**src/rtl/leaf_tx_packetizer.sv**
```systemverilog
// Transmit-side BFT leaf endpoint: packs a 32-bit stream into 49-bit BFT packets under credit flow control.
// Optional packet counter output enabled by defining LEAF_TX_PKT_CNT_EN.
module leaf_tx_packetizer #(
    parameter int PACKET_BITS   = 49,
    parameter int PAYLOAD_BITS  = 32,
    parameter int NUM_LEAF_BITS = 5,
    parameter int NUM_PORT_BITS = 4,
    parameter int NUM_ADDR_BITS = 7,
    parameter int SRC_LEAF      = 1,
    parameter int CREDIT_INIT   = 128
) (
    input  logic                     clk,
    input  logic                     ap_rst_n,
    input  logic [NUM_LEAF_BITS-1:0] dest_leaf,
    input  logic [NUM_PORT_BITS-1:0] dest_port,
    input  logic [PAYLOAD_BITS-1:0]  s_tdata,
    input  logic                     s_tvalid,
    output logic                     s_tready,
    input  logic [PACKET_BITS-1:0]   din_leaf_bft2interface,
    output logic [PACKET_BITS-1:0]   dout_leaf_interface2bft,
    input  logic                     resend,
    output logic                     credit_err
`ifdef LEAF_TX_PKT_CNT_EN
    ,
    output logic [31:0]              pkt_count
`endif
);

    localparam int VALID_BIT = PACKET_BITS - 1;
    localparam int LEAF_MSB  = PACKET_BITS - 2;
    localparam int PORT_MSB  = LEAF_MSB - NUM_LEAF_BITS;
    localparam int CW        = NUM_ADDR_BITS + 3;
    localparam logic [CW-1:0] CREDIT_MAX = CW'(1) << NUM_ADDR_BITS;

    typedef enum logic [1:0] {
        S_INIT,
        S_RUN,
        S_HOLD
    } state_t;

    state_t                   state;
    logic [NUM_ADDR_BITS:0]   credit;
    logic [NUM_ADDR_BITS-1:0] addr_ptr;
    logic                     handshake;
    logic                     is_credit;
    logic [NUM_ADDR_BITS:0]   credit_n;
    logic [CW-1:0]            credit_sum;
    logic                     credit_clip;
    logic [NUM_ADDR_BITS:0]   credit_next;
    logic [PACKET_BITS-1:0]   data_pkt;
    logic                     unused_din;

    assign s_tready  = (state == S_RUN) && (credit != '0) && !resend;
    assign handshake = s_tvalid && s_tready;
    assign data_pkt  = {1'b1, dest_leaf, dest_port, addr_ptr, s_tdata};

    // Credit returns arrive as port-0 packets addressed to our own leaf.
    assign is_credit = din_leaf_bft2interface[VALID_BIT]
                    && (din_leaf_bft2interface[LEAF_MSB -: NUM_LEAF_BITS] == NUM_LEAF_BITS'(SRC_LEAF))
                    && (din_leaf_bft2interface[PORT_MSB -: NUM_PORT_BITS] == '0);
    assign credit_n   = is_credit ? din_leaf_bft2interface[NUM_ADDR_BITS:0] : '0;
    assign unused_din = ^din_leaf_bft2interface[PAYLOAD_BITS+NUM_ADDR_BITS-1:NUM_ADDR_BITS+1];

    always_comb begin
        credit_sum  = CW'(credit) - CW'(handshake) + CW'(credit_n);
        credit_clip = credit_sum > CREDIT_MAX;
        credit_next = credit_clip ? CREDIT_MAX[NUM_ADDR_BITS:0] : credit_sum[NUM_ADDR_BITS:0];
    end

    // A rejected packet stays on dout until the BFT stops asserting resend; it was already counted.
    always_ff @(posedge clk or negedge ap_rst_n) begin
        if (!ap_rst_n) begin
            state                   <= S_INIT;
            dout_leaf_interface2bft <= '0;
            credit                  <= (NUM_ADDR_BITS+1)'(CREDIT_INIT);
            addr_ptr                <= '0;
            credit_err              <= 1'b0;
        end else begin
            credit <= credit_next;
            if (credit_clip) begin
                credit_err <= 1'b1;
            end
            if (handshake) begin
                addr_ptr <= addr_ptr + 1'b1;
            end
            case (state)
                S_INIT: begin
                    state                   <= S_RUN;
                    dout_leaf_interface2bft <= '0;
                end
                S_RUN: begin
                    if (resend && dout_leaf_interface2bft[VALID_BIT]) begin
                        state <= S_HOLD;
                    end else begin
                        dout_leaf_interface2bft <= handshake ? data_pkt : '0;
                    end
                end
                S_HOLD: begin
                    if (!resend) begin
                        state                   <= S_RUN;
                        dout_leaf_interface2bft <= '0;
                    end
                end
                default: begin
                    state                   <= S_INIT;
                    dout_leaf_interface2bft <= '0;
                end
            endcase
        end
    end

`ifdef LEAF_TX_PKT_CNT_EN
    always_ff @(posedge clk or negedge ap_rst_n) begin
        if (!ap_rst_n) begin
            pkt_count <= '0;
        end else if (handshake) begin
            pkt_count <= pkt_count + 32'd1;
        end
    end
`endif

endmodule

```
**config.mk**
```make
export PLATFORM = sky130hd
export DESIGN_NAME = leaf_tx_packetizer
export DESIGN_NICKNAME = d
export VERILOG_FILES = /design/src/rtl/leaf_tx_packetizer.sv
export SDC_FILE = /design/constraint.sdc
export NUM_CORES = 1
export LEC_CHECK = 0
export BUFFER_PORTS_ARGS = -buffer_cell sky130_fd_sc_hd__clkbuf_2
export CAP_MARGIN = 10
export CORE_ASPECT_RATIO = 1.25
export CORE_MARGIN = 2
export CORE_UTILIZATION = 34
export DETAILED_ROUTE_END_ITERATION = 16
export GPL_TIMING_DRIVEN = 0
export PLACE_DENSITY = 0.68
export SYNTH_ARGS = -nofsm -noshare
export SYNTH_HDL_FRONTEND = slang
export SYNTH_SLANG_ARGS = --single-unit
```
**constraint.sdc**
```tcl
create_clock -name clk -period 4.8 [get_ports clk]
set_clock_uncertainty 0.1 [all_clocks]
set_input_delay 0.96 -clock clk [delete_from_list [all_inputs] [get_ports clk]]
set_output_delay 0.96 -clock clk [all_outputs]
set_load 0.05 [all_outputs]
```
==> flow_summary.toml <==
[placed_design]
gp_congestion = 0.842
place_area_um2 = 3770
hpwl_mm = 4.99
port_buffers = 113

[logic_synthesis]
synth_fp_nets = 342
yosysMostFrequentCell = "dfrtp_1"
synth_flop_cell = "dfrtp_1"
netlist_instances = 236
synthArstFlopShare_pct = 100
ys_seq_elements = 67
yosysSeqAreaShare_pct = 54.9
yosys_warnings = 0
syn-cell-area_um2 = 3050
synthTopCellsByArea = "dfrtp_1 54%, a22o_1 14%, ha_1 4.5%, xnor2_1 2.6%, xor2_1 2.0%"
synth.top_cell.area_share_pct = 54.1
synth_cell_types = 46
syn_area_per_cell_um2 = 12.9
synth-edff-count = 0
yosysTopAreaCell = "dfrtp_1"
synthTopCellsByCount = "66 x dfrtp_1, 48 x a22o_1, 11 x ha_1"

[sta]
maxSlewViolCount = 0
layout_min_cycle_time_ps = 4470
final_hold_viol_count = 0
tightestPinTransition_ps = 883
fmax_mhz = 224
finalSetupViolCount = 0
holdWs_ps = 380
rsz0062_at_grt = "no"
fin_tns_setup_ps = 0
slew-limit-headroom_pct = 41.1
post-route-period-util_pct = 93.2

[global_route]
grt_usage_pct = 14.8
grt_pass1_vias = 2379
grt_max_degree = 68
grt_antenna_before_repair = 0
grt_pass1_wl_mm = 11.1
overflow = 0

[setup_path]
endpoint_kind = "flip-flop"
required_ps = 4910
cp.arrival_ps = 4580
cp-start-kind = "input port"
crit_fanout = 10
crit_type = "input port to flip-flop"

[floorplanning]
io_pins = 145
design.die.area_um2 = 9760
die_w_um = 88.8
start_util_pct = 35.1
core-area_um2 = 8700
die_h_um = 110
core.rowCount = 38

[drt]
routedWlPerCell_um = 13.9
wirelength_mm = 6.75
drtIter0Drc = 81
drt-pass1-iter-count = 4
avgViaCountPerCell = 4.78
via_count = 2320
drcViolationCount = 0
ant_nets = 0

[cts]
clock_sinks = 67
clkSlewWorstSetupHoldPaths_ps = 70
postCtsSetupBuffers = 0
clockBufferDepth = 2
clk_latency_ps = 330
cts_buffers = 9
post_cts_resized = 0
cts_max_level = 3
hold_buffers = 0
cts-root-buf = "clkbuf_8"
cts_tree = "yes"

[final_layout]
fin_area_um2 = 4000
final_nets = 466
antennaDiodeCount = 0
drive_above_1_share_pct = 40.5
area_delta_synth_final_pct = 31.0
fillCellCount = 819

[power]
peakVddDrop_v = 0.000311
power.density_nw_per_um2 = 609
leakage_nw = 2.09

[run_status]
status = "finished, final reports clean"

[job]
maxCapViolCount = 0

[worst_hold_path]
worstHoldPathType = "flip-flop to flip-flop"
[metrics by stage]
step	util [%]	worst slack [ps]	cells	power, mW
final	46.0	328	485	2.43
after global routing	46.0	39.9	485	2.59
after CTS	46.0	275	485	2.47
after detailed placement	43.4	-65.6	469	1.93
after global placement	43.3	-39.5	469	1.91
after floorplan	-	95.6	236	1.66
[path summary, 6_finish.rpt]
check / cells past startpoint / from / endpoint / slack (ps)
setup / recovery: 15 / resend / credit_err / 330
hold / removal: 1 / addr_ptr[6] / addr_ptr[6] / 380
min in group asynchronous: 1 / ap_rst_n / dout_leaf_interface2bft[24] / 680
hold reg to reg: 1 / addr_ptr[6] / addr_ptr[6] / 380
setup reg to reg: 15 / credit[7] / credit_err / 490
max in group asynchronous: 1 / ap_rst_n / dout_leaf_interface2bft[0] / 3350
[power breakdown]
part | internal (mW) | leakage, nW | switching (mW) | total (mW)
Sequential | 0.706 | 0.896 | 0.123 | 0.829
Clock | 0.320 | 0.113 | 0.204 | 0.525
Combinational | 0.375 | 1.08 | 0.705 | 1.08
[cell families after synthesis]
| family | Yosys count | share of synthesized area, % |
|---|---|---|
| adders and majority gates | 12 | 5.16 |
| AOI/OAI and AO/OA | 67 | 20.0 |
| muxes | 2 | 0.737 |
| xor gates and xnor gates | 17 | 5.12 |
| and+or+nand+nor | 53 | 10.8 |
| buffers and inverters | 18 | 3.28 |
| DFF | 67 | 54.9 |
[layout make-up]
| class | instances | area [um^2] | share of cell area (%) |
|---|---|---|---|
| multi-input combinational | 151 | 1280 | 31.9 |
| inverter | 7 | 26.3 | 0.657 |
| clock buffer | 12 | 155 | 3.88 |
| clock inverter | 4 | 72.6 | 1.81 |
| tap | 120 | 150 | 3.75 |
| sequential | 67 | 1680 | 41.9 |
| timing repair buffer | 113 | 568 | 14.2 |
| buffer | 11 | 73.8 | 1.85 |
[state kept, by name, indices dropped and copies added, names as in the netlist]
signal,count
addr_ptr,7
credit,8
credit_err,1
dout_leaf_interface2bft,49
state,2
[worst max-delay path, cell delays in order]
cell and delay [ps]:
clkbuf_2 130, a2111oi_4 380, and2_4 220, buf_2 240, ha_1 210, ha_1 170, nor3b_1 440, xor2_1 140
ha_1 370, and2_4 170, a221oi_2 290, nand2_1 140, xnor2_2 210, a311oi_2 180, or3_1 340
[layer usage]
layer	vias up	track usage, %	part of all wire [%]
met5	-	0	0
met2	72	23.7	49
li1	1123	-	-
met1	1121	19.4	45
met3	4	3.98	5.7
met4	0	4.87	0.52
[cell usage in the layout, fill, tap and decap left out, types with 6 or more instances in the layout]
master and n:
dfrtp_1 66, clkbuf_1 6, nand2_1 8, a21o_1 6, nor3_1 6, xnor2_1 9, inv_1 7, xor2_1 7
and2_1 8, clkbuf_2 112, a22o_1 48, ha_1 11, nor2_1 7, clkbuf_8 11
No activity file was read; power rests on OpenSTA's default activity.
